<file path="src/rtl/wb_stage_pkg.sv">
// Shared constants for the write-back stage: CSR numbers, exception codes,
// writable masks and reset values.
package wb_stage_pkg;

  localparam logic [13:0] CSR_CRMD   = 14'h0000;
  localparam logic [13:0] CSR_PRMD   = 14'h0001;
  localparam logic [13:0] CSR_ECFG   = 14'h0004;
  localparam logic [13:0] CSR_ESTAT  = 14'h0005;
  localparam logic [13:0] CSR_ERA    = 14'h0006;
  localparam logic [13:0] CSR_BADV   = 14'h0007;
  localparam logic [13:0] CSR_EENTRY = 14'h000C;
  localparam logic [13:0] CSR_SAVE0  = 14'h0030;
  localparam logic [13:0] CSR_SAVE1  = 14'h0031;
  localparam logic [13:0] CSR_SAVE2  = 14'h0032;
  localparam logic [13:0] CSR_SAVE3  = 14'h0033;

  localparam logic [5:0] ECODE_INT = 6'h00;
  localparam logic [5:0] ECODE_ADE = 6'h08;
  localparam logic [5:0] ECODE_ALE = 6'h09;
  localparam logic [5:0] ECODE_SYS = 6'h0B;
  localparam logic [5:0] ECODE_BRK = 6'h0C;
  localparam logic [5:0] ECODE_INE = 6'h0D;
  localparam logic [5:0] ECODE_IPE = 6'h0E;

  localparam logic [8:0] ESUBCODE_NONE = 9'h000;
  localparam logic [8:0] ESUBCODE_ADEF = 9'h000;

  localparam logic [31:0] WMASK_CRMD   = 32'h0000_01FF;
  localparam logic [31:0] WMASK_PRMD   = 32'h0000_0007;
  localparam logic [31:0] WMASK_ECFG   = 32'h0000_1BFF;
  localparam logic [31:0] WMASK_ESTAT  = 32'h0000_0003;
  localparam logic [31:0] WMASK_ALL    = 32'hFFFF_FFFF;
  localparam logic [31:0] WMASK_EENTRY = 32'hFFFF_FFC0;

  localparam logic [31:0] CRMD_RST = 32'h0000_0008;

  function automatic logic [31:0] masked_write(input logic [31:0] old_v,
                                               input logic [31:0] wdata,
                                               input logic [31:0] mask);
    return (old_v & ~mask) | (wdata & mask);
  endfunction

endpackage

</file>
<file path="src/rtl/wb_stage_csr_file.sv">
// Exception-related CSRs: masked software writes, exception/ERTN side effects,
// hardware interrupt sampling and the combinational read port.
module wb_stage_csr_file
  import wb_stage_pkg::*;
#(
  parameter logic [31:0] EENTRY_RST = 32'h0
) (
  input  logic        clk,
  input  logic        reset,
  input  logic        i_ex,
  input  logic        i_ertn,
  input  logic [5:0]  i_ecode,
  input  logic [8:0]  i_esubcode,
  input  logic [31:0] i_ex_pc,
  input  logic        i_badv_we,
  input  logic [31:0] i_badv,
  input  logic        i_we,
  input  logic [13:0] i_wnum,
  input  logic [31:0] i_wdata,
  input  logic [31:0] i_wmask,
  input  logic [7:0]  i_hw_int,
  input  logic [13:0] i_rnum,
  output logic [31:0] o_rvalue,
  output logic [31:0] o_eentry,
  output logic [31:0] o_era,
  output logic        o_has_int
);

  logic [31:0] r_crmd, r_prmd, r_ecfg, r_estat, r_era, r_badv, r_eentry;
  logic [31:0] r_save0, r_save1, r_save2, r_save3;

  always_ff @(posedge clk) begin
    if (reset) begin
      r_crmd   <= CRMD_RST;
      r_prmd   <= '0;
      r_ecfg   <= '0;
      r_estat  <= '0;
      r_era    <= '0;
      r_badv   <= '0;
      r_eentry <= EENTRY_RST;
      r_save0  <= '0;
      r_save1  <= '0;
      r_save2  <= '0;
      r_save3  <= '0;
    end else begin
      if (i_ex) begin
        r_prmd[2:0]    <= r_crmd[2:0];
        r_crmd[2:0]    <= 3'b000;
        r_era          <= i_ex_pc;
        r_estat[21:16] <= i_ecode;
        r_estat[30:22] <= i_esubcode;
        if (i_badv_we) r_badv <= i_badv;
      end else if (i_ertn) begin
        r_crmd[2:0] <= r_prmd[2:0];
      end
      if (i_we) begin
        case (i_wnum)
          CSR_CRMD:   r_crmd   <= masked_write(r_crmd,   i_wdata, i_wmask & WMASK_CRMD);
          CSR_PRMD:   r_prmd   <= masked_write(r_prmd,   i_wdata, i_wmask & WMASK_PRMD);
          CSR_ECFG:   r_ecfg   <= masked_write(r_ecfg,   i_wdata, i_wmask & WMASK_ECFG);
          CSR_ESTAT:  r_estat  <= masked_write(r_estat,  i_wdata, i_wmask & WMASK_ESTAT);
          CSR_ERA:    r_era    <= masked_write(r_era,    i_wdata, i_wmask & WMASK_ALL);
          CSR_BADV:   r_badv   <= masked_write(r_badv,   i_wdata, i_wmask & WMASK_ALL);
          CSR_EENTRY: r_eentry <= masked_write(r_eentry, i_wdata, i_wmask & WMASK_EENTRY);
          CSR_SAVE0:  r_save0  <= masked_write(r_save0,  i_wdata, i_wmask & WMASK_ALL);
          CSR_SAVE1:  r_save1  <= masked_write(r_save1,  i_wdata, i_wmask & WMASK_ALL);
          CSR_SAVE2:  r_save2  <= masked_write(r_save2,  i_wdata, i_wmask & WMASK_ALL);
          CSR_SAVE3:  r_save3  <= masked_write(r_save3,  i_wdata, i_wmask & WMASK_ALL);
          default: ;
        endcase
      end
      // Placed last so the hardware lines always override the ESTAT write above.
      r_estat[9:2] <= i_hw_int;
    end
  end

  always_comb begin
    o_rvalue = '0;
    case (i_rnum)
      CSR_CRMD:   o_rvalue = r_crmd;
      CSR_PRMD:   o_rvalue = r_prmd;
      CSR_ECFG:   o_rvalue = r_ecfg;
      CSR_ESTAT:  o_rvalue = r_estat;
      CSR_ERA:    o_rvalue = r_era;
      CSR_BADV:   o_rvalue = r_badv;
      CSR_EENTRY: o_rvalue = r_eentry;
      CSR_SAVE0:  o_rvalue = r_save0;
      CSR_SAVE1:  o_rvalue = r_save1;
      CSR_SAVE2:  o_rvalue = r_save2;
      CSR_SAVE3:  o_rvalue = r_save3;
      default:    o_rvalue = '0;
    endcase
  end

  assign o_eentry  = r_eentry;
  assign o_era     = r_era;
  assign o_has_int = r_crmd[2] & (|(r_estat[12:0] & r_ecfg[12:0]));

endmodule

</file>
<file path="src/rtl/wb_stage.sv">
// Write-back stage: valid tracking, exception/ERTN arbitration, pipeline flush
// and GPR commit; CSR state lives in wb_stage_csr_file.
module wb_stage
  import wb_stage_pkg::*;
#(
  parameter logic [31:0] RESET_PC   = 32'h1c000000,
  parameter logic [31:0] EENTRY_RST = 32'h0
) (
  input  logic        clk,
  input  logic        reset,
  input  logic        ms_ready_go,
  input  logic        ms_valid,
  output logic        ws_allow_in,
  output logic        ws_valid,
  input  logic [31:0] wb_pc,
  input  logic [3:0]  wb_rf_we,
  input  logic [4:0]  wb_rf_waddr,
  input  logic [31:0] wb_rf_wdata,
  input  logic [31:0] wb_sram_addr,
  input  logic [3:0]  wb_csr_we,
  input  logic [13:0] wb_csr_num,
  input  logic [31:0] wb_csr_wdata,
  input  logic [31:0] wb_csr_wmask,
  input  logic        wb_ertn,
  input  logic        wb_excp_syscall,
  input  logic        wb_excp_break,
  input  logic        wb_excp_ale,
  input  logic        wb_excp_ine,
  input  logic        wb_excp_ipe,
  input  logic        wb_excp_adef,
  input  logic        wb_has_int,
  input  logic [7:0]  hw_int,
  input  logic [13:0] csr_rnum,
  output logic [31:0] csr_rvalue,
  output logic        has_int,
  output logic [3:0]  rf_we,
  output logic [4:0]  rf_waddr,
  output logic [31:0] rf_wdata,
  output logic        flush,
  output logic [31:0] flush_target,
  output logic [31:0] debug_wb_pc,
  output logic [3:0]  debug_wb_rf_we,
  output logic [4:0]  debug_wb_rf_wnum,
  output logic [31:0] debug_wb_rf_wdata
);

  logic        r_ws_valid;
  logic        w_ex;
  logic        w_ertn;
  logic [5:0]  w_ecode;
  logic [8:0]  w_esubcode;
  logic        w_badv_we;
  logic [31:0] w_badv;
  logic        w_csr_we;
  logic [31:0] w_eentry;
  logic [31:0] w_era;

  assign ws_allow_in = 1'b1;
  assign ws_valid    = r_ws_valid;

  assign w_ex = r_ws_valid & (wb_excp_syscall | wb_excp_break | wb_excp_ale | wb_excp_ine |
                              wb_excp_ipe | wb_excp_adef | wb_has_int);
  assign w_ertn       = r_ws_valid & wb_ertn & ~w_ex;
  assign flush        = w_ex | w_ertn;
  assign flush_target = w_ex ? w_eentry : w_era;

  always_ff @(posedge clk) begin
    if (reset || flush) r_ws_valid <= 1'b0;
    else if (ms_ready_go && ws_allow_in) r_ws_valid <= ms_valid;
  end

  // Fixed-priority cause select; ALE is the fall-through lowest priority.
  always_comb begin
    w_ecode    = ECODE_ALE;
    w_esubcode = ESUBCODE_NONE;
    w_badv_we  = 1'b0;
    w_badv     = wb_sram_addr;
    if (wb_has_int) begin
      w_ecode = ECODE_INT;
    end else if (wb_excp_adef) begin
      w_ecode    = ECODE_ADE;
      w_esubcode = ESUBCODE_ADEF;
      w_badv_we  = 1'b1;
      w_badv     = wb_pc;
    end else if (wb_excp_syscall) begin
      w_ecode = ECODE_SYS;
    end else if (wb_excp_break) begin
      w_ecode = ECODE_BRK;
    end else if (wb_excp_ine) begin
      w_ecode = ECODE_INE;
    end else if (wb_excp_ipe) begin
      w_ecode = ECODE_IPE;
    end else if (wb_excp_ale) begin
      w_badv_we = 1'b1;
    end
  end

  assign w_csr_we = r_ws_valid & ~w_ex & (|wb_csr_we);

  wb_stage_csr_file #(.EENTRY_RST(EENTRY_RST)) u_csr_file (
    .clk        (clk),
    .reset      (reset),
    .i_ex       (w_ex),
    .i_ertn     (w_ertn),
    .i_ecode    (w_ecode),
    .i_esubcode (w_esubcode),
    .i_ex_pc    (wb_pc),
    .i_badv_we  (w_badv_we),
    .i_badv     (w_badv),
    .i_we       (w_csr_we),
    .i_wnum     (wb_csr_num),
    .i_wdata    (wb_csr_wdata),
    .i_wmask    (wb_csr_wmask),
    .i_hw_int   (hw_int),
    .i_rnum     (csr_rnum),
    .o_rvalue   (csr_rvalue),
    .o_eentry   (w_eentry),
    .o_era      (w_era),
    .o_has_int  (has_int)
  );

  assign rf_we    = (r_ws_valid && !w_ex) ? wb_rf_we : 4'h0;
  assign rf_waddr = wb_rf_waddr;
  assign rf_wdata = wb_rf_wdata;

  assign debug_wb_pc       = r_ws_valid ? wb_pc : RESET_PC;
  assign debug_wb_rf_we    = rf_we;
  assign debug_wb_rf_wnum  = rf_waddr;
  assign debug_wb_rf_wdata = rf_wdata;

endmodule
</file>
<file path="config.mk">
export PLATFORM = sky130hd
export DESIGN_NAME = wb_stage
export DESIGN_NICKNAME = d
export VERILOG_FILES = /design/src/rtl/wb_stage_pkg.sv /design/src/rtl/wb_stage_csr_file.sv /design/src/rtl/wb_stage.sv
export SDC_FILE = /design/constraint.sdc
export NUM_CORES = 1
export LEC_CHECK = 0
export ABC_CLOCK_PERIOD_IN_PS = 3100
export CORE_UTILIZATION = 50
export CTS_CLUSTER_SIZE = 40
export DETAILED_ROUTE_END_ITERATION = 10
export GPL_TIMING_DRIVEN = 0
export HOLD_SLACK_MARGIN = 0.15
export PLACE_DENSITY = 0.82
export SYNTH_ARGS = -nofsm -noshare
export SYNTH_HDL_FRONTEND = slang
export SYNTH_SLANG_ARGS = --single-unit
export TNS_END_PERCENT = 30
</file>
<file path="constraint.sdc">
create_clock -name clk -period 3.1 [get_ports clk]
set_input_delay 0.62 -clock clk [delete_from_list [all_inputs] [get_ports clk]]
set_output_delay 0.62 -clock clk [all_outputs]
set_load 0.01 [all_outputs]
</file>
; Yosys cells after proc, flatten, opt, wreduce, memory -nomap -nowiden
; Index checks and enable logic that the tools add are counted.
[totals]
ff_bits = 353
in_bits = 221
output_inout_bits = 182
[op_classes]
eq_ne = 20
n_mux = 36
bitwise_logic = 49
reduce_logical = 16
[op_table]
columns = op, count
row1 = 32-bit bitwise AND, 13
row2 = 32-bit two-way mux, 11
row3 = 32-bit bitwise OR, 11
row4 = 32-bit one-hot mux with 11 select lines, 1
row5 = "14-bit by 3-bit equality test with 1-bit output, second input constant", 8
row6 = "14-bit by 6-bit equality test with 1-bit output, second input constant", 8
row7 = 32-bit inverter, 2
row8 = 31-bit two-way mux, 2
row9 = 3-bit two-way mux, 12
row10 = 32-bit by 13-bit bitwise AND with 32-bit output, 1
row11 = 32-bit by 2-bit bitwise AND with 32-bit output, 1
row12 = 32-bit by 3-bit bitwise AND with 32-bit output, 1
row13 = 32-bit by 9-bit bitwise AND with 32-bit output, 1
row14 = 13-bit inverter with 32-bit output, 1
row15 = 2-bit inverter with 32-bit output, 1
row16 = 3-bit inverter with 32-bit output, 1
row17 = 9-bit inverter with 32-bit output, 1
row18 = "14-bit by 1-bit equality test with 1-bit output, second input constant", 2
row19 = "14-bit by 4-bit equality test with 1-bit output, second input constant", 2
row20 = 14-bit logical NOT, 2
row21 = 2-bit AND reduction, 9
row22 = 15-bit two-way mux, 1
row23 = 13-bit bitwise AND, 1
row24 = 13-bit OR reduction, 1
row25 = 9 further kinds, 27

; Logic depth before layout (Yosys ltp)
[logic_depth]
word_depth = 13
depth_mapped = 8

; Modules after synthesis
; A second synthesis with hierarchy kept.
[unflattened]
hier_cells = 2038
hier_area_um2 = 15552.4
[modules_own_cells]
columns = mod, instances, cells_per_inst, area_each_um2, seq_area_each_um2
row1 = wb_stage_csr_file, 1, 1821, 13765.7, 5345.1
row2 = wb_stage, 1, 217, 1786.7, 20.0

; Worst setup path before layout
; Ideal clock, no wire load.
[synth_path]
kind = input to output
start = input port csr_rnum[9]
end = output port csr_rvalue[23]
arrival_time_ps = 2259
setup_slack_ps = 221
cell_stages = 7
path_buffers = 2
path_cell_list = nor4_1 > and3_1 > buf_2 > and2_0 > clkbuf_1 > a22oi_1 > o311ai_1
[synth_between]
elab_chain_cells = 2
[synth_lines]
columns = item, line
row1 = start: declaration, wb_stage.sv:33  ; input logic [13:0] csr_rnum,
row2 = 14-bit by 6-bit equality test with 1-bit output (tied with other cells), wb_stage_csr_file.sv:79  ; case (i_rnum)
row3 = 32-bit one-hot mux with 11 select lines (*), wb_stage_csr_file.sv:79
row4 = end: declaration, wb_stage.sv:34  ; output logic [31:0] csr_rvalue,
; Every way passes the cells marked *; elsewhere a longest branch is shown, timed or not.

; Final worst setup path
[layout_path]
start = input port csr_rnum[6]
end = output port csr_rvalue[5]
; The elaborated chain is that of the path after synthesis.

==> results.cfg <==
[critical_path]
crit_family = buffers and inverters
path_max_fanout = 6
critPathMostFrequentCell = buf_4
worstPathBufferInverterCount = 4
crit_path_end_kind = output pin
slowest_delay_ps = 350
rrSetupSlack_ps = 80
timing.critical_path.arrival_ps = 2490
path_class = in -> out
worst_path_max_delay_cell = a222oi_1
cp_cell_sequence = buf_2 > nor2_4 > buf_4 > and3_1 > and3_4 > buf_4 > a222oi_1 > o311ai_1 > clkdlybuf4s15_2
worstPathRequired_ps = 2480
start_kind = input pin

[routing]
wl_met2_mm = 32.6
wl_per_cell_um = 27.9
dr.pass1.iters = 9
drt_iter0_markers = 2915
ant_nets = 0
drc = 0
highest_layer = met5
drt-met1-wl_mm = 27.0
finalWirelength_mm = 75.6
routed-via-count = 18421
routed_via_density = 6.81
wl_met3_mm = 10.1

[cts]
cts.sinks = 268
cts_tree = yes
cts.path.max_buffers = 3
cts-root-buf = clkbuf_16
numCtsBuffers = 29
clock_latency_ps = 570
cts_hold_buf = 0
h-tree-depth = 1
clk_pin_slew_ps = 60

[placement]
pre_cts_slack_ps = -2540
dpl_cell_area_um2 = 19600
port_buffers = 346
hpwl_mm = 52.7
gp_congestion = 1.03

[die]
fp.dieW_um = 179
rows = 64
die_y_um = 179
initial_core_util = 0.510
dieArea_um2 = 32000
core-area_um2 = 30700
pin_count = 403

[grt]
grt_pass1_wl_mm = 108
grt_pass1_vias = 17325
grt_max_degree = 14
grt-ovfl-total = 0
antenna_found_initial = 3
grt_use_total = 0.459

[yosys]
synth_enable_flop_cells = 0
synth_seq_cells = 268
synth.distinct_cells = 71
async_flop_share = 0
synth_cells = 1852
synth_fp_nets = 2073
syn_area_per_cell_um2 = 8.45
synth_area_um2 = 15600
yosys_warnings = 0
ys_seq_area_frac = 0.343
synth_flop_cell = dfxtp_1

[job]
drv_cap = 0

[status]
status = complete, but fails checks
violations = setup timing

[pwr]
p_int_mw = 6.36
clock_power_share = 0.440
combPwrFrac = 0.154
p_sw_mw = 2.28
total_power_mw = 8.64
irDropWorstVdd_v = 0.000373
total_leakage_power_nw = 8.51
swShare = 0.264
power_frac_seq = 0.406
power_density_nw_per_um2 = 398

[sta]
rsz0062_at_grt = true
max-slew-margin-rel = 0.229
fin_crit_sh = 1.00
fmax_ghz = 0.322
clock_skew_ps = 14.8
worstMarginPinSlew_ps = 1160
fin_crit_ps = 3110
setup-violations-final = 2
hold-worst-slack_ps = 465
finalMaxSlewViolations = 0
hold_viol = 0
fin_ws_ps = -7.98

[layout]
fin_area_um2 = 21700
area_growth_pct = 38.7
layout_common_cells = dfxtp_1 (268), clkdlybuf4s50_1 (261), nand3_1 (154)
fin_nets = 2507
final_common_cell = dfxtp_1
drive_gt1_frac = 0.204
fillers = 2456

[hold_path]
hp-class = in -> reg
[worst min-delay path: cells and delay by family]
family,cells,cell delay [ps]
buffers and inverters,1,180
AND/OR/NAND/NOR,1,120
AO/OA/AOI/OAI,1,70
[final cells by class]
cell class	count	area, µm²	area share
clock inverter	15	208	0.00958
multi-input combinational	1336	9380	0.432
buffer	238	1660	0.0764
antenna	3	7.51	0.000346
tap	396	495	0.0228
sequential	268	5370	0.247
clock buffer	37	816	0.0376
inverter	7	26.3	0.00121
timing repair buffer	406	3740	0.172
[routing by layer]
layer,global-route usage,up-vias
li1,-,7710
met1,0.548,8728
met2,0.695,1572
met3,0.149,403
met4,0.318,8
met5,0,-
[synthesized netlist by cell type, types with 38 or more instances]
cell type,instances,area share
a22oi_1,43,0.021
and3_1,56,0.022
nor2_1,59,0.014
a21oi_1,148,0.047
mux2_2,75,0.054
o21ai_0,138,0.044
and2_1,68,0.027
nand2b_1,38,0.015
nand2_1,59,0.014
a211oi_1,85,0.041
nand3_1,157,0.050
buf_4,83,0.040
dfxtp_1,268,0.34
mux2i_1,88,0.056
clkbuf_1,132,0.032
nor2b_1,45,0.018
[timing repair]
action | 4_1_cts | 5_1_grt
pin swaps | 45 | 16
gates cloned | 2 | 2
resized for setup | 407 | 54
buffers inserted | 50 | 4
setup endpoints to repair | 147 | 145
[path summary, 6_finish.rpt]
kind,start,to,cells after the start
worst min register to register,flip-flop,flip-flop,2
worst min-delay path,wb_csr_wdata[4],flip-flop,3
worst max register to register,ws_valid,flip-flop,8
worst max-delay path,csr_rnum[6],csr_rvalue[5],9
[cells by family (layout without fill, tap and decap cells)]
family          after synthesis  count (layout)  synth area share
buf+inv                     248             703            0.0813
simple gates                562             562             0.202
mux                         163             163             0.110
compound gates              610             610             0.263
flops                       268             268             0.343
other cells                   1               4          0.000240
[through the flow]
stage / TNS [ps] / utilization / instances
floorplan: 0 / - / 1852
global placement: -238380 / 0.639 / 2594
detailed placement: -215300 / 0.640 / 2596
CTS: 0 / 0.706 / 2697
global route: -231 / 0.707 / 2703
finish: -12.9 / 0.707 / 2706
[power groups by stage]
stage | combinational (mW) | clock, mW | sequential [mW]
6_report | 1.33 | 3.80 | 3.51
5_1_grt | 1.38 | 3.90 | 3.51
4_1_cts | 1.28 | 3.75 | 3.50
3_5_place_dp | 1.21 | 0 | 3.58
3_3_place_gp | 1.20 | 0 | 3.58
2_1_floorplan | 0.542 | 0 | 3.57
Note: power is estimated with default switching activity, not from simulation.
